$ cat src/rtl/mips_mc_ctrl_pkg.sv
// Shared definitions for the multi-cycle MIPS main control FSM: opcodes,
// state encodings, datapath select encodings, the control-word struct and a
// helper that maps a DECODE-time opcode to its first execution state.
package mips_mc_ctrl_pkg;

  // IR[31:26] opcodes the controller understands
  localparam logic [5:0] OP_RTYPE = 6'h00;
  localparam logic [5:0] OP_LW    = 6'h23;
  localparam logic [5:0] OP_SW    = 6'h2B;
  localparam logic [5:0] OP_BEQ   = 6'h04;
  localparam logic [5:0] OP_ADDI  = 6'h08;
  localparam logic [5:0] OP_J     = 6'h02;
  localparam logic [5:0] OP_JAL   = 6'h03;

  // The encoding is visible on the debug state port, so it is fixed
  typedef enum logic [3:0] {
    S_IDLE     = 4'd0,
    S_FETCH    = 4'd1,
    S_DECODE   = 4'd2,
    S_MEM_ADDR = 4'd3,
    S_MEM_RD   = 4'd4,
    S_MEM_WB   = 4'd5,
    S_MEM_WR   = 4'd6,
    S_EXEC     = 4'd7,
    S_ALU_WB   = 4'd8,
    S_BRANCH   = 4'd9,
    S_JUMP     = 4'd10,
    S_ADDI_EX  = 4'd11,
    S_ADDI_WB  = 4'd12,
    S_JR       = 4'd13,
    S_JAL      = 4'd14,
    S_TRAP     = 4'd15
  } state_e;

  // pc_src selects
  localparam logic [1:0] PC_SRC_ALU    = 2'b00;
  localparam logic [1:0] PC_SRC_ALUOUT = 2'b01;
  localparam logic [1:0] PC_SRC_JUMP   = 2'b10;
  localparam logic [1:0] PC_SRC_RS     = 2'b11;

  // mem_to_reg selects
  localparam logic [1:0] M2R_ALUOUT = 2'b00;
  localparam logic [1:0] M2R_MDR    = 2'b01;
  localparam logic [1:0] M2R_PC     = 2'b10;

  // reg_dst selects
  localparam logic [1:0] RDST_RT  = 2'b00;
  localparam logic [1:0] RDST_RD  = 2'b01;
  localparam logic [1:0] RDST_R31 = 2'b10;

  // alu_src_b selects
  localparam logic [1:0] SRCB_B      = 2'b00;
  localparam logic [1:0] SRCB_FOUR   = 2'b01;
  localparam logic [1:0] SRCB_IMM    = 2'b10;
  localparam logic [1:0] SRCB_IMM_SH = 2'b11;

  // alu_op codes handed to the ALU control decoder
  localparam logic [1:0] ALU_ADD   = 2'b00;
  localparam logic [1:0] ALU_CMP   = 2'b01;
  localparam logic [1:0] ALU_FUNCT = 2'b10;

  typedef struct packed {
    logic       pc_write;
    logic       pc_write_cond;
    logic [1:0] pc_src;
    logic       i_or_d;
    logic       mem_read;
    logic       mem_write;
    logic       ir_write;
    logic [1:0] mem_to_reg;
    logic [1:0] reg_dst;
    logic       reg_write;
    logic       alu_src_a;
    logic [1:0] alu_src_b;
    logic [1:0] alu_op;
  } ctrl_t;

  // First state after DECODE; anything unrecognised traps
  function automatic state_e decode_opcode(input logic [5:0] op);
    state_e nxt;
    case (op)
      OP_RTYPE:     nxt = S_EXEC;
      OP_LW, OP_SW: nxt = S_MEM_ADDR;
      OP_BEQ:       nxt = S_BRANCH;
      OP_ADDI:      nxt = S_ADDI_EX;
      OP_J:         nxt = S_JUMP;
      OP_JAL:       nxt = S_JAL;
      default:      nxt = S_TRAP;
    endcase
    return nxt;
  endfunction

endpackage

$ cat src/rtl/mips_mc_ctrl_if.sv
// Bundle between the main control FSM and the multi-cycle datapath.
//   master : the controller (drives control word, illegal, instr_cnt, state)
//   slave  : the datapath (drives opcode, jr, mem_ready)
interface mips_mc_ctrl_if #(
  parameter int CNT_W = 32
);
  logic [5:0]       opcode;
  logic             jr;
  logic             mem_ready;

  logic             pc_write;
  logic             pc_write_cond;
  logic [1:0]       pc_src;
  logic             i_or_d;
  logic             mem_read;
  logic             mem_write;
  logic             ir_write;
  logic [1:0]       mem_to_reg;
  logic [1:0]       reg_dst;
  logic             reg_write;
  logic             alu_src_a;
  logic [1:0]       alu_src_b;
  logic [1:0]       alu_op;
  logic             illegal;
  logic [CNT_W-1:0] instr_cnt;
  logic [3:0]       state;

  modport master (
    input  opcode, jr, mem_ready,
    output pc_write, pc_write_cond, pc_src, i_or_d, mem_read, mem_write,
           ir_write, mem_to_reg, reg_dst, reg_write, alu_src_a, alu_src_b,
           alu_op, illegal, instr_cnt, state
  );

  modport slave (
    output opcode, jr, mem_ready,
    input  pc_write, pc_write_cond, pc_src, i_or_d, mem_read, mem_write,
           ir_write, mem_to_reg, reg_dst, reg_write, alu_src_a, alu_src_b,
           alu_op, illegal, instr_cnt, state
  );
endinterface

$ cat src/rtl/mips_mc_outdec.sv
// Combinational state-to-control-word decoder (Moore outputs).
//   state_i     : current FSM state
//   mem_ready_i : qualifies ir_write/pc_write during FETCH only
//   ctrl_o      : datapath / memory control word
module mips_mc_outdec
  import mips_mc_ctrl_pkg::*;
(
  input  state_e state_i,
  input  logic   mem_ready_i,
  output ctrl_t  ctrl_o
);

  always_comb begin
    // NOTE: zero the whole word first so every state only lists what it
    // raises, and no field can be left unassigned (no latch).
    ctrl_o = '0;
    case (state_i)
      S_FETCH: begin
        ctrl_o.mem_read  = 1'b1;
        ctrl_o.alu_src_b = SRCB_FOUR;
        // IR and PC+4 commit only on the cycle the fetch completes
        ctrl_o.ir_write  = mem_ready_i;
        ctrl_o.pc_write  = mem_ready_i;
        ctrl_o.pc_src    = PC_SRC_ALU;
      end
      S_DECODE: begin
        ctrl_o.alu_src_b = SRCB_IMM_SH;   // branch target into ALUOut
      end
      S_MEM_ADDR, S_ADDI_EX: begin
        ctrl_o.alu_src_a = 1'b1;
        ctrl_o.alu_src_b = SRCB_IMM;
      end
      S_MEM_RD: begin
        ctrl_o.mem_read = 1'b1;
        ctrl_o.i_or_d   = 1'b1;
      end
      S_MEM_WB: begin
        ctrl_o.reg_write  = 1'b1;
        ctrl_o.mem_to_reg = M2R_MDR;
        ctrl_o.reg_dst    = RDST_RT;
      end
      S_MEM_WR: begin
        ctrl_o.mem_write = 1'b1;
        ctrl_o.i_or_d    = 1'b1;
      end
      S_EXEC: begin
        ctrl_o.alu_src_a = 1'b1;
        ctrl_o.alu_src_b = SRCB_B;
        ctrl_o.alu_op    = ALU_FUNCT;
      end
      S_ALU_WB: begin
        ctrl_o.reg_write  = 1'b1;
        ctrl_o.reg_dst    = RDST_RD;
        ctrl_o.mem_to_reg = M2R_ALUOUT;
      end
      S_BRANCH: begin
        ctrl_o.alu_src_a     = 1'b1;
        ctrl_o.alu_src_b     = SRCB_B;
        ctrl_o.alu_op        = ALU_CMP;
        ctrl_o.pc_write_cond = 1'b1;
        ctrl_o.pc_src        = PC_SRC_ALUOUT;
      end
      S_JUMP: begin
        ctrl_o.pc_write = 1'b1;
        ctrl_o.pc_src   = PC_SRC_JUMP;
      end
      S_ADDI_WB: begin
        ctrl_o.reg_write  = 1'b1;
        ctrl_o.reg_dst    = RDST_RT;
        ctrl_o.mem_to_reg = M2R_ALUOUT;
      end
      S_JR: begin
        ctrl_o.pc_write = 1'b1;
        ctrl_o.pc_src   = PC_SRC_RS;
      end
      S_JAL: begin
        // PC still holds the return address; the register file captures it
        // on the same edge that loads the jump target.
        ctrl_o.pc_write   = 1'b1;
        ctrl_o.pc_src     = PC_SRC_JUMP;
        ctrl_o.reg_write  = 1'b1;
        ctrl_o.reg_dst    = RDST_R31;
        ctrl_o.mem_to_reg = M2R_PC;
      end
      default: ctrl_o = '0;               // IDLE, TRAP
    endcase
  end

endmodule

$ cat src/rtl/mips_mc_ctrl.sv
// Main control FSM for the multi-cycle MIPS datapath.
//   clk   : system clock, rising edge
//   rst_n : asynchronous active-low reset
//   bus   : master side of mips_mc_ctrl_if (opcode/jr/mem_ready in,
//           control word, sticky illegal flag, retired count, debug state out)
// Outputs are decoded from the state register, so an asynchronous reset
// drops every request (mem_read/mem_write included) immediately.
module mips_mc_ctrl
  import mips_mc_ctrl_pkg::*;
#(
  parameter int CNT_W = 32
) (
  input logic          clk,
  input logic          rst_n,
  mips_mc_ctrl_if.master bus
);

  state_e           state_q, state_d;
  logic [CNT_W-1:0] cnt_q;
  logic             illegal_q;
  logic             retire;
  ctrl_t            ctrl;

  always_comb begin
    state_d = state_q;
    case (state_q)
      S_IDLE:     state_d = S_FETCH;
      S_FETCH:    if (bus.mem_ready) state_d = S_DECODE;
      S_DECODE:   state_d = decode_opcode(bus.opcode);
      // Only lw and sw reach MEM_ADDR
      S_MEM_ADDR: state_d = (bus.opcode == OP_SW) ? S_MEM_WR : S_MEM_RD;
      S_MEM_RD:   if (bus.mem_ready) state_d = S_MEM_WB;
      S_MEM_WR:   if (bus.mem_ready) state_d = S_FETCH;
      S_EXEC:     state_d = bus.jr ? S_JR : S_ALU_WB;
      S_ADDI_EX:  state_d = S_ADDI_WB;
      S_MEM_WB, S_ALU_WB, S_BRANCH, S_JUMP, S_ADDI_WB, S_JR, S_JAL:
                  state_d = S_FETCH;
      S_TRAP:     state_d = S_TRAP;       // only reset leaves TRAP
      default:    state_d = S_IDLE;
    endcase
  end

  // An instruction retires when its last state hands over to FETCH; the
  // first FETCH after IDLE and FETCH stalls do not count.
  assign retire = (state_d == S_FETCH) && (state_q != S_FETCH) &&
                  (state_q != S_IDLE);

  // NOTE: asynchronous reset in the sensitivity list, and non-blocking
  // assignments for every register so all of them update from the
  // pre-edge values.
  always_ff @(posedge clk or negedge rst_n) begin
    if (!rst_n) begin
      state_q   <= S_IDLE;
      cnt_q     <= '0;
      illegal_q <= 1'b0;
    end else begin
      state_q <= state_d;
      if (retire) cnt_q <= cnt_q + CNT_W'(1);   // wraps naturally
      if (state_d == S_TRAP) illegal_q <= 1'b1;
    end
  end

  mips_mc_outdec u_outdec (
    .state_i     (state_q),
    .mem_ready_i (bus.mem_ready),
    .ctrl_o      (ctrl)
  );

  assign bus.pc_write      = ctrl.pc_write;
  assign bus.pc_write_cond = ctrl.pc_write_cond;
  assign bus.pc_src        = ctrl.pc_src;
  assign bus.i_or_d        = ctrl.i_or_d;
  assign bus.mem_read      = ctrl.mem_read;
  assign bus.mem_write     = ctrl.mem_write;
  assign bus.ir_write      = ctrl.ir_write;
  assign bus.mem_to_reg    = ctrl.mem_to_reg;
  assign bus.reg_dst       = ctrl.reg_dst;
  assign bus.reg_write     = ctrl.reg_write;
  assign bus.alu_src_a     = ctrl.alu_src_a;
  assign bus.alu_src_b     = ctrl.alu_src_b;
  assign bus.alu_op        = ctrl.alu_op;
  assign bus.illegal       = illegal_q;
  assign bus.instr_cnt     = cnt_q;
  assign bus.state         = state_q;

endmodule

$ cat src/flat_wrapper.sv
// flat-port wrapper written by rule: the top's interface ports become plain ports
module mips_mc_ctrl_flat import mips_mc_ctrl_pkg::*;
#(
  parameter int CNT_W = 32
)
  (clk, rst_n, bus_opcode, bus_jr, bus_mem_ready, bus_pc_write, bus_pc_write_cond, bus_pc_src, bus_i_or_d, bus_mem_read, bus_mem_write, bus_ir_write, bus_mem_to_reg, bus_reg_dst, bus_reg_write, bus_alu_src_a, bus_alu_src_b, bus_alu_op, bus_illegal, bus_instr_cnt, bus_state);
  mips_mc_ctrl_if #(.CNT_W(CNT_W)) bus_i ();
  input logic clk;
  input logic rst_n;
  input wire logic [$bits(bus_i.opcode)-1:0] bus_opcode;
  input wire logic [$bits(bus_i.jr)-1:0] bus_jr;
  input wire logic [$bits(bus_i.mem_ready)-1:0] bus_mem_ready;
  output wire logic [$bits(bus_i.pc_write)-1:0] bus_pc_write;
  output wire logic [$bits(bus_i.pc_write_cond)-1:0] bus_pc_write_cond;
  output wire logic [$bits(bus_i.pc_src)-1:0] bus_pc_src;
  output wire logic [$bits(bus_i.i_or_d)-1:0] bus_i_or_d;
  output wire logic [$bits(bus_i.mem_read)-1:0] bus_mem_read;
  output wire logic [$bits(bus_i.mem_write)-1:0] bus_mem_write;
  output wire logic [$bits(bus_i.ir_write)-1:0] bus_ir_write;
  output wire logic [$bits(bus_i.mem_to_reg)-1:0] bus_mem_to_reg;
  output wire logic [$bits(bus_i.reg_dst)-1:0] bus_reg_dst;
  output wire logic [$bits(bus_i.reg_write)-1:0] bus_reg_write;
  output wire logic [$bits(bus_i.alu_src_a)-1:0] bus_alu_src_a;
  output wire logic [$bits(bus_i.alu_src_b)-1:0] bus_alu_src_b;
  output wire logic [$bits(bus_i.alu_op)-1:0] bus_alu_op;
  output wire logic [$bits(bus_i.illegal)-1:0] bus_illegal;
  output wire logic [$bits(bus_i.instr_cnt)-1:0] bus_instr_cnt;
  output wire logic [$bits(bus_i.state)-1:0] bus_state;
  assign bus_i.opcode = bus_opcode;
  assign bus_i.jr = bus_jr;
  assign bus_i.mem_ready = bus_mem_ready;
  assign bus_pc_write = bus_i.pc_write;
  assign bus_pc_write_cond = bus_i.pc_write_cond;
  assign bus_pc_src = bus_i.pc_src;
  assign bus_i_or_d = bus_i.i_or_d;
  assign bus_mem_read = bus_i.mem_read;
  assign bus_mem_write = bus_i.mem_write;
  assign bus_ir_write = bus_i.ir_write;
  assign bus_mem_to_reg = bus_i.mem_to_reg;
  assign bus_reg_dst = bus_i.reg_dst;
  assign bus_reg_write = bus_i.reg_write;
  assign bus_alu_src_a = bus_i.alu_src_a;
  assign bus_alu_src_b = bus_i.alu_src_b;
  assign bus_alu_op = bus_i.alu_op;
  assign bus_illegal = bus_i.illegal;
  assign bus_instr_cnt = bus_i.instr_cnt;
  assign bus_state = bus_i.state;
  mips_mc_ctrl #(.CNT_W(CNT_W)) u_core (.clk(clk), .rst_n(rst_n), .bus(bus_i));
endmodule
$ cat config.mk
export PLATFORM = sky130hd
export DESIGN_NAME = mips_mc_ctrl_flat
export DESIGN_NICKNAME = d
export VERILOG_FILES = /design/src/rtl/mips_mc_ctrl_pkg.sv /design/src/rtl/mips_mc_ctrl_if.sv /design/src/rtl/mips_mc_outdec.sv /design/src/rtl/mips_mc_ctrl.sv /design/src/flat_wrapper.sv
export SDC_FILE = /design/constraint.sdc
export NUM_CORES = 1
export LEC_CHECK = 0
export ABC_AREA = 1
export CORE_ASPECT_RATIO = 0.6
export CORE_MARGIN = 1
export CORE_UTILIZATION = 51
export DETAILED_ROUTE_END_ITERATION = 10
export MAX_ROUTING_LAYER = met4
export PLACE_DENSITY = 0.81
export SYNTH_ARGS = -nofsm -noshare
export SYNTH_HDL_FRONTEND = slang
export SYNTH_SLANG_ARGS = --single-unit
$ cat constraint.sdc
create_clock -name clk -period 2.2 [get_ports clk]
set_clock_uncertainty 0.05 [all_clocks]
set_input_delay 0.44 -clock clk [delete_from_list [all_inputs] [get_ports clk]]
set_output_delay 0.44 -clock clk [all_outputs]
set_load 0.01 [all_outputs]
==> impl_metrics.toml, run 1 <==
[synthesis]
synth_cells = 439
synth_largest_area_cell = "dfrtp_1"
syn_avg_cell_area_sq_um = 6.49
synth_top_family_by_area = "simple AND/OR/NAND/NOR gates"
synthTopCellsByArea = "dfrtp_1 (32%), nand2_1 (21%), nand4_1 (8.6%)"
synth_fp_nets = 450
ys_ff_latch = 37
synth_edf_count = 0
async_flop_share = 1.00
synthAdderAreaFrac = 0.00439
synth_ff_type = "dfrtp_1"
synth_compound_area_frac = 0.0145
synthesis.area_sq_um = 2850
ys_types = 31
yosys.area_share.xor_xnor = 0.0584
ys_top_cells_by_count = "nand2_1 (160), inv_1 (49), nor2_1 (49)"
yosysMostFrequentCell = "nand2_1"
yosysWarnings = 0
ys_seq_area_frac = 0.325
synth-simple-area-share = 0.494
synthMuxAreaShare = 0
synth_top_cell_area_share = 0.325

[sta]
period_share = 0.966
fmax_mhz = 471
final.min_clock_period_ps = 2120
drv_slew = 0
hold_viol = 0
finalSetupViolCount = 0
holdWs_ps = 193
setup_tns_ps = 0
worst_pin_slew_ps = 815
fin_ws_ps = 75.3
slew_headroom = 0.457

[critical_path]
critPathRequiredTime_ps = 1710
cp.depth = 4
crit_chain = "buf_4, nand2_2, nor2_1, clkdlybuf4s50_1"
critPathLaunchType = "flip-flop"
critPathKind = "reg2out"
worstPathArrival_ps = 1630
cp_slowest_stage_delay_ps = 560
slowest_stage = "clkdlybuf4s50_1"
reg2regPathDepth = 12
path_buf_inv = 2
r2r-start = "u_core.bus.state[3]"
cp-startpoint = "u_core.bus.state[2]"
cp-endpoint = "bus_mem_to_reg[1]"
cp_max_fo = 6
r2r_end = "u_core.bus.instr_cnt[2]"
cp_top_family = "buffers and inverters"
cp-end-kind = "output port"
r2r_slack_ps = 120

[routing]
wl_met2_microns = 3370
wire_per_inst_microns = 14.9
dr.pass1.iters = 10
wl_microns = 8720
routed_via_density = 5.44
wirelength_met1_microns = 4440
highest_layer = "met4"
vias = 3179
dr_wl_met3_microns = 891
final_antenna_net_count = 0
drc = 4
initialDrtViolationCount = 314

[global_routing]
grt_max_degree = 38
antenna_found_initial = 0
overflow = 0
grt_pass1_wl_microns = 14100
grt.total_usage = 0.322
grt_pass1_vias = 2763

[run_status]
violations = "design-rule violations"
outcome = "complete, but fails checks"

[floorplanning]
ioPinCount = 65
start_util = 0.547
die_h_microns = 59.9
rows = 20
die-area_sq_um = 5900
die_w_microns = 98.5
core_sq_um = 5200

[cts]
clock_path_buffers = 2
cts.sinks = 37
path_clk_slew_ps = 70
worstSkewPairLatency_ps = 290
cts_root_buf = "clkbuf_8"
cts_tree = "yes"
htreeDepth = 2
cts_buffers = 5

[placed_design]
place.gp.congestion = 0.952
portBuffers = 64
hpwlAfterDp_microns = 6690
place_ws_ps = -264

[power_and_ir_drop]
p_leak_nw = 2.02
ir_drop_mv = 1.13
powerDensity_nw_per_um2 = 986

[finish]
fillers = 424
antenna_cells = 0
final_nets = 529
drive_gt1_frac = 0.116
area_delta_synth_final_pct = 33.8

[job]
cap_violations = 0

[hold_path]
worstHoldPathType = "in2async"
==> routing by layer <==
layer / up-vias / track usage
met2: 152 / 0.435
met1: 1454 / 0.493
met5: - / -
met3: 7 / 0.0702
li1: 1566 / -
met4: 0 / 0.0384
==> cell type report <==
cell class / count / area [sq um] / area share
timing repair buffer: 86 / 847 / 0.222
sequential: 37 / 926 / 0.243
multi-input combinational: 334 / 1670 / 0.437
inverter: 54 / 203 / 0.0532
tap: 66 / 82.6 / 0.0217
clock buffer: 7 / 86.3 / 0.0226
==> sequential cells by signal, indices dropped and copies added (netlist names) <==
name and cells:
u_core.bus.instr_cnt 32, u_core.bus.illegal 1, u_core.bus.state 4
==> power breakdown <==
| group | total (mW) | internal, mW | switching [mW] |
|---|---|---|---|
| registers | 0.835 | 0.751 | 0.0833 |
| clock network | 0.485 | 0.249 | 0.236 |
| logic | 2.44 | 0.938 | 1.50 |
| total | 3.76 | 1.94 | 1.82 |
==> worst min-delay path by stage <==
stage,depth (start not counted),slack (ps),startpoint,end
6_report,1,190,rst_n,u_core.bus.instr_cnt[0]
5_1_grt,1,270,rst_n,u_core.bus.instr_cnt[7]
4_1_cts,1,230,rst_n,u_core.bus.instr_cnt[9]
3_5_place_dp,2,400,u_core.bus.illegal,u_core.bus.illegal
3_3_place_gp,2,400,u_core.bus.illegal,u_core.bus.illegal
2_1_floorplan,0,90,rst_n,u_core.bus.illegal
==> cells by family after synthesis <==
group,after synthesis
adders and majority gates,1
buffers and inverters,68
DFF,37
AOI/OAI and AO/OA,7
and+or+nand+nor,307
xor gates and xnor gates,19
==> cell usage in the layout, fill, tap and decap left out, drive strengths merged <==
cell	netlist	routed
xnor2	2	2
nor4	1	1
o21ai	3	3
dlygate4sd2	0	7
clkbuf	6	9
nor2	54	54
clkdlybuf4s50	0	43
o22ai	2	2
nand4	39	39
nand3b	6	6
clkinv	1	1
inv	53	53
dlymetal6s2s	0	11
nor3b	2	2
nor3	16	16
buf	8	23
xor2	17	17
dfrtp	37	37
or2	1	1
nand2	162	162
a21oi	2	2
nand3	26	26
ha	1	1
==> metrics by stage <==
stage / util / std cells / power, mW / instance area [sq um]
2_1_floorplan: - / 439 / 2.25 / 2850
3_3_place_gp: 0.703 / 575 / 3.17 / 3660
3_5_place_dp: 0.703 / 575 / 3.22 / 3660
4_1_cts: 0.722 / 582 / 3.70 / 3760
5_1_grt: 0.732 / 584 / 3.94 / 3810
6_report: 0.732 / 584 / 3.76 / 3810
==> repair_timing <==
| action | CTS | global route |
|---|---|---|
| gates resized for setup | 19 | 21 |
| hold buffers | 0 | 0 |
| endpoints found under the setup margin | 10 | 41 |
| pin swaps | 0 | 3 |
| setup buffers | 0 | 2 |
Note: power is estimated with default switching activity, not from simulation.
==> inputs of run 2 (changes only) <==
--- a/config.mk
+++ b/config.mk
@@ -5,13 +5,12 @@
 export SDC_FILE = /design/constraint.sdc
 export NUM_CORES = 1
 export LEC_CHECK = 0
-export ABC_AREA = 1
 export CORE_ASPECT_RATIO = 0.6
 export CORE_MARGIN = 1
-export CORE_UTILIZATION = 51
+export CORE_UTILIZATION = 47
 export DETAILED_ROUTE_END_ITERATION = 10
 export MAX_ROUTING_LAYER = met4
-export PLACE_DENSITY = 0.81
+export PLACE_DENSITY_LB_ADDON = 0.25
 export SYNTH_ARGS = -nofsm -noshare
 export SYNTH_HDL_FRONTEND = slang
 export SYNTH_SLANG_ARGS = --single-unit
==> run 2 against run 1 <==
Highest routed layer unchanged. Synthesized cell count fell by 49%. Clock-buffer cell count fell by 1. Cell count fell by 32%. Worst hold slack got worse by 150 ps. The run ends with negative setup slack left. Core utilization rose by 13 points.
==> impl_metrics.toml, run 2 <==
[floorplanning]
rows = 18
die-area_sq_um = 4990
ioPinCount = 65
die_w_microns = 90.5
start_util = 0.514
die_h_microns = 55.1
core_sq_um = 4300

[finish]
stdcell_count = 396
drive_gt1_frac = 0.357
final_common_cell = "clkdlybuf4s50_1"
largest_reg_flops = 32
final_cell_mix = "clkdlybuf4s50_1 (39), buf_4 (35), dfrtp_1 (34), xnor2_1 (28), nand4_1 (17)"
area_delta_synth_final_pct = 66.9
final_nets = 346
antenna_cells = 0

[synthesis]
synth_cells = 225
synth_edf_count = 0
ys_types = 46
synth_top_cell_area_share = 0.419
async_flop_share = 1.00
yosysWarnings = 0
ys_seq_area_frac = 0.419
synth_ff_type = "dfrtp_1"
synth_largest_area_cell = "dfrtp_1"
synthesis.area_sq_um = 2210
ys_ff_latch = 37
yosysMostFrequentCell = "dfrtp_1"
synth_fp_nets = 236
syn_avg_cell_area_sq_um = 9.82
synthTopCellsByArea = "dfrtp_1 (42%), xnor2_1 (13%), nand4_1 (4.8%)"
ys_top_cells_by_count = "dfrtp_1 (37), xnor2_1 (32), nand4_1 (17), nor2_1 (17), nand2_1 (12)"

[sta]
fmax_mhz = 426
worst_pin_slew_ps = 488
fin_ws_ps = -150
setup_tns_ps = -1330
hold_viol = 0
holdWs_ps = 44.5
final.min_clock_period_ps = 2350
grt_setup_unrepaired = "yes"
finalSetupViolCount = 27
period_share = 1.07
slew_headroom = 0.675
drv_slew = 0

[routing]
wire_per_inst_microns = 21.7
routed_via_density = 6.25
wl_microns = 8610
drc = 0
initialDrtViolationCount = 304
dr.pass1.iters = 5
final_antenna_net_count = 0
vias = 2475

[critical_path]
r2r_end = "u_core.bus.instr_cnt[5]"
worstPathArrival_ps = 2490
reg2regPathDepth = 8
r2r_slack_ps = -150
cp_max_fo = 7
critPathRequiredTime_ps = 2340
r2r-start = "u_core.bus.state[1]"
critPathLaunchType = "flip-flop"
critPathKind = "reg2reg"
cp-end-kind = "flip-flop"

[placed_design]
dp.cells = 370
hpwlAfterDp_microns = 4320
place_ws_ps = -922
place.gp.congestion = 0.876
portBuffers = 64

[cts]
hold_buffers = 0
worstSkewPairLatency_ps = 300
cts_root_buf = "clkbuf_8"
htreeDepth = 2
cts_tree = "yes"
cts_buffers = 5
cts.sinks = 37
clock_path_buffers = 2
path_clk_slew_ps = 80

[run_status]
outcome = "complete, but fails checks"
violations = "negative setup slack"

[global_routing]
grt_pass1_wl_microns = 11100
grt_pass1_vias = 2058
met1_usage = 0.430
grt.total_usage = 0.309
antenna_found_initial = 0
use_met3 = 0.0656
grtUsageMet2 = 0.482
busiest_layer = "met2"
overflow = 0
grt_max_degree = 21

[hold_path]
worstHoldPathType = "in2async"

[power_and_ir_drop]
ir_drop_mv = 0.765
total_power_mw = 4.29
powerDensity_nw_per_um2 = 1160
p_leak_nw = 1.63

[job]
cap_violations = 0
[run 2: logic make-up (layout without fill, tap and decap cells)]
| logic type | Yosys count | count (layout) | share of synthesized area |
|---|---|---|---|
| AOI/OAI and AO/OA | 18 | 18 | 0.0623 |
| xor gates and xnor gates | 33 | 33 | 0.131 |
| adders and majority gates | 1 | 1 | 0.00566 |
| buffers and inverters | 20 | 130 | 0.0561 |
| DFF | 37 | 37 | 0.419 |
| muxes | 1 | 1 | 0.00679 |
| and+or+nand+nor | 115 | 116 | 0.319 |
[run 2: power by group]
part | leakage (nW) | total [mW] | switching (mW) | internal [mW]
combinational | 1.08 | 2.77 | 1.37 | 1.40
clock | 0.0574 | 0.633 | 0.264 | 0.369
sequential | 0.499 | 0.885 | 0.116 | 0.769
[run 2: worst max-delay path, cell delays in order, from the launching register on]
cell and delay, ps:
dfrtp_2 450, buf_6 150, and2_4 160, o21a_1 100
a311o_2 400, nor3_4 340, clkbuf_16 240, nand3_2 100
xnor2_1 250
[run 2: final cells by class]
class                      count  area [sq um]
clock buffer                   6          82.6
clock inverter                 2          37.5
fill                         192           613
inverter                       6          25.0
multi-input combinational    169          1420
sequential                    37           930
tap                           60          75.1
timing repair buffer         116          1110
[run 2: worst max path at each step]
stage	startpoint	endpoint	slack [ps]	cells past startpoint
floorplan	bus_opcode[3]	u_core.bus.instr_cnt[1]	-30	7
global placement	bus_opcode[1]	u_core.bus.instr_cnt[18]	-840	7
detailed placement	bus_opcode[1]	u_core.bus.instr_cnt[25]	-920	7
CTS	u_core.bus.state[2]	u_core.bus.instr_cnt[1]	-40	7
global route	u_core.bus.state[2]	u_core.bus.instr_cnt[5]	-180	9
finish	u_core.bus.state[1]	u_core.bus.instr_cnt[5]	-150	8
[run 2: per-stage QoR]
step / area [sq um] / util
2_1_floorplan: 2220 / -
3_3_place_gp: 3100 / 0.720
3_5_place_dp: 3100 / 0.720
4_1_cts: 3530 / 0.820
5_1_grt: 3690 / 0.857
6_report: 3690 / 0.857
[run 2: per-layer routing]
layer  up-vias  share of wire
li1       1034              -
met5         -              0
met2       221           0.43
met4         0          0.049
met1      1163           0.41
met3        57           0.11
[run 2: repair_timing]
item | in CTS | in global routing
setup buffers | 18 | 1
pin swaps | 20 | 29
resized for setup | 71 | 42
cloned | 3 | 2
setup endpoints to repair | 51 | 38
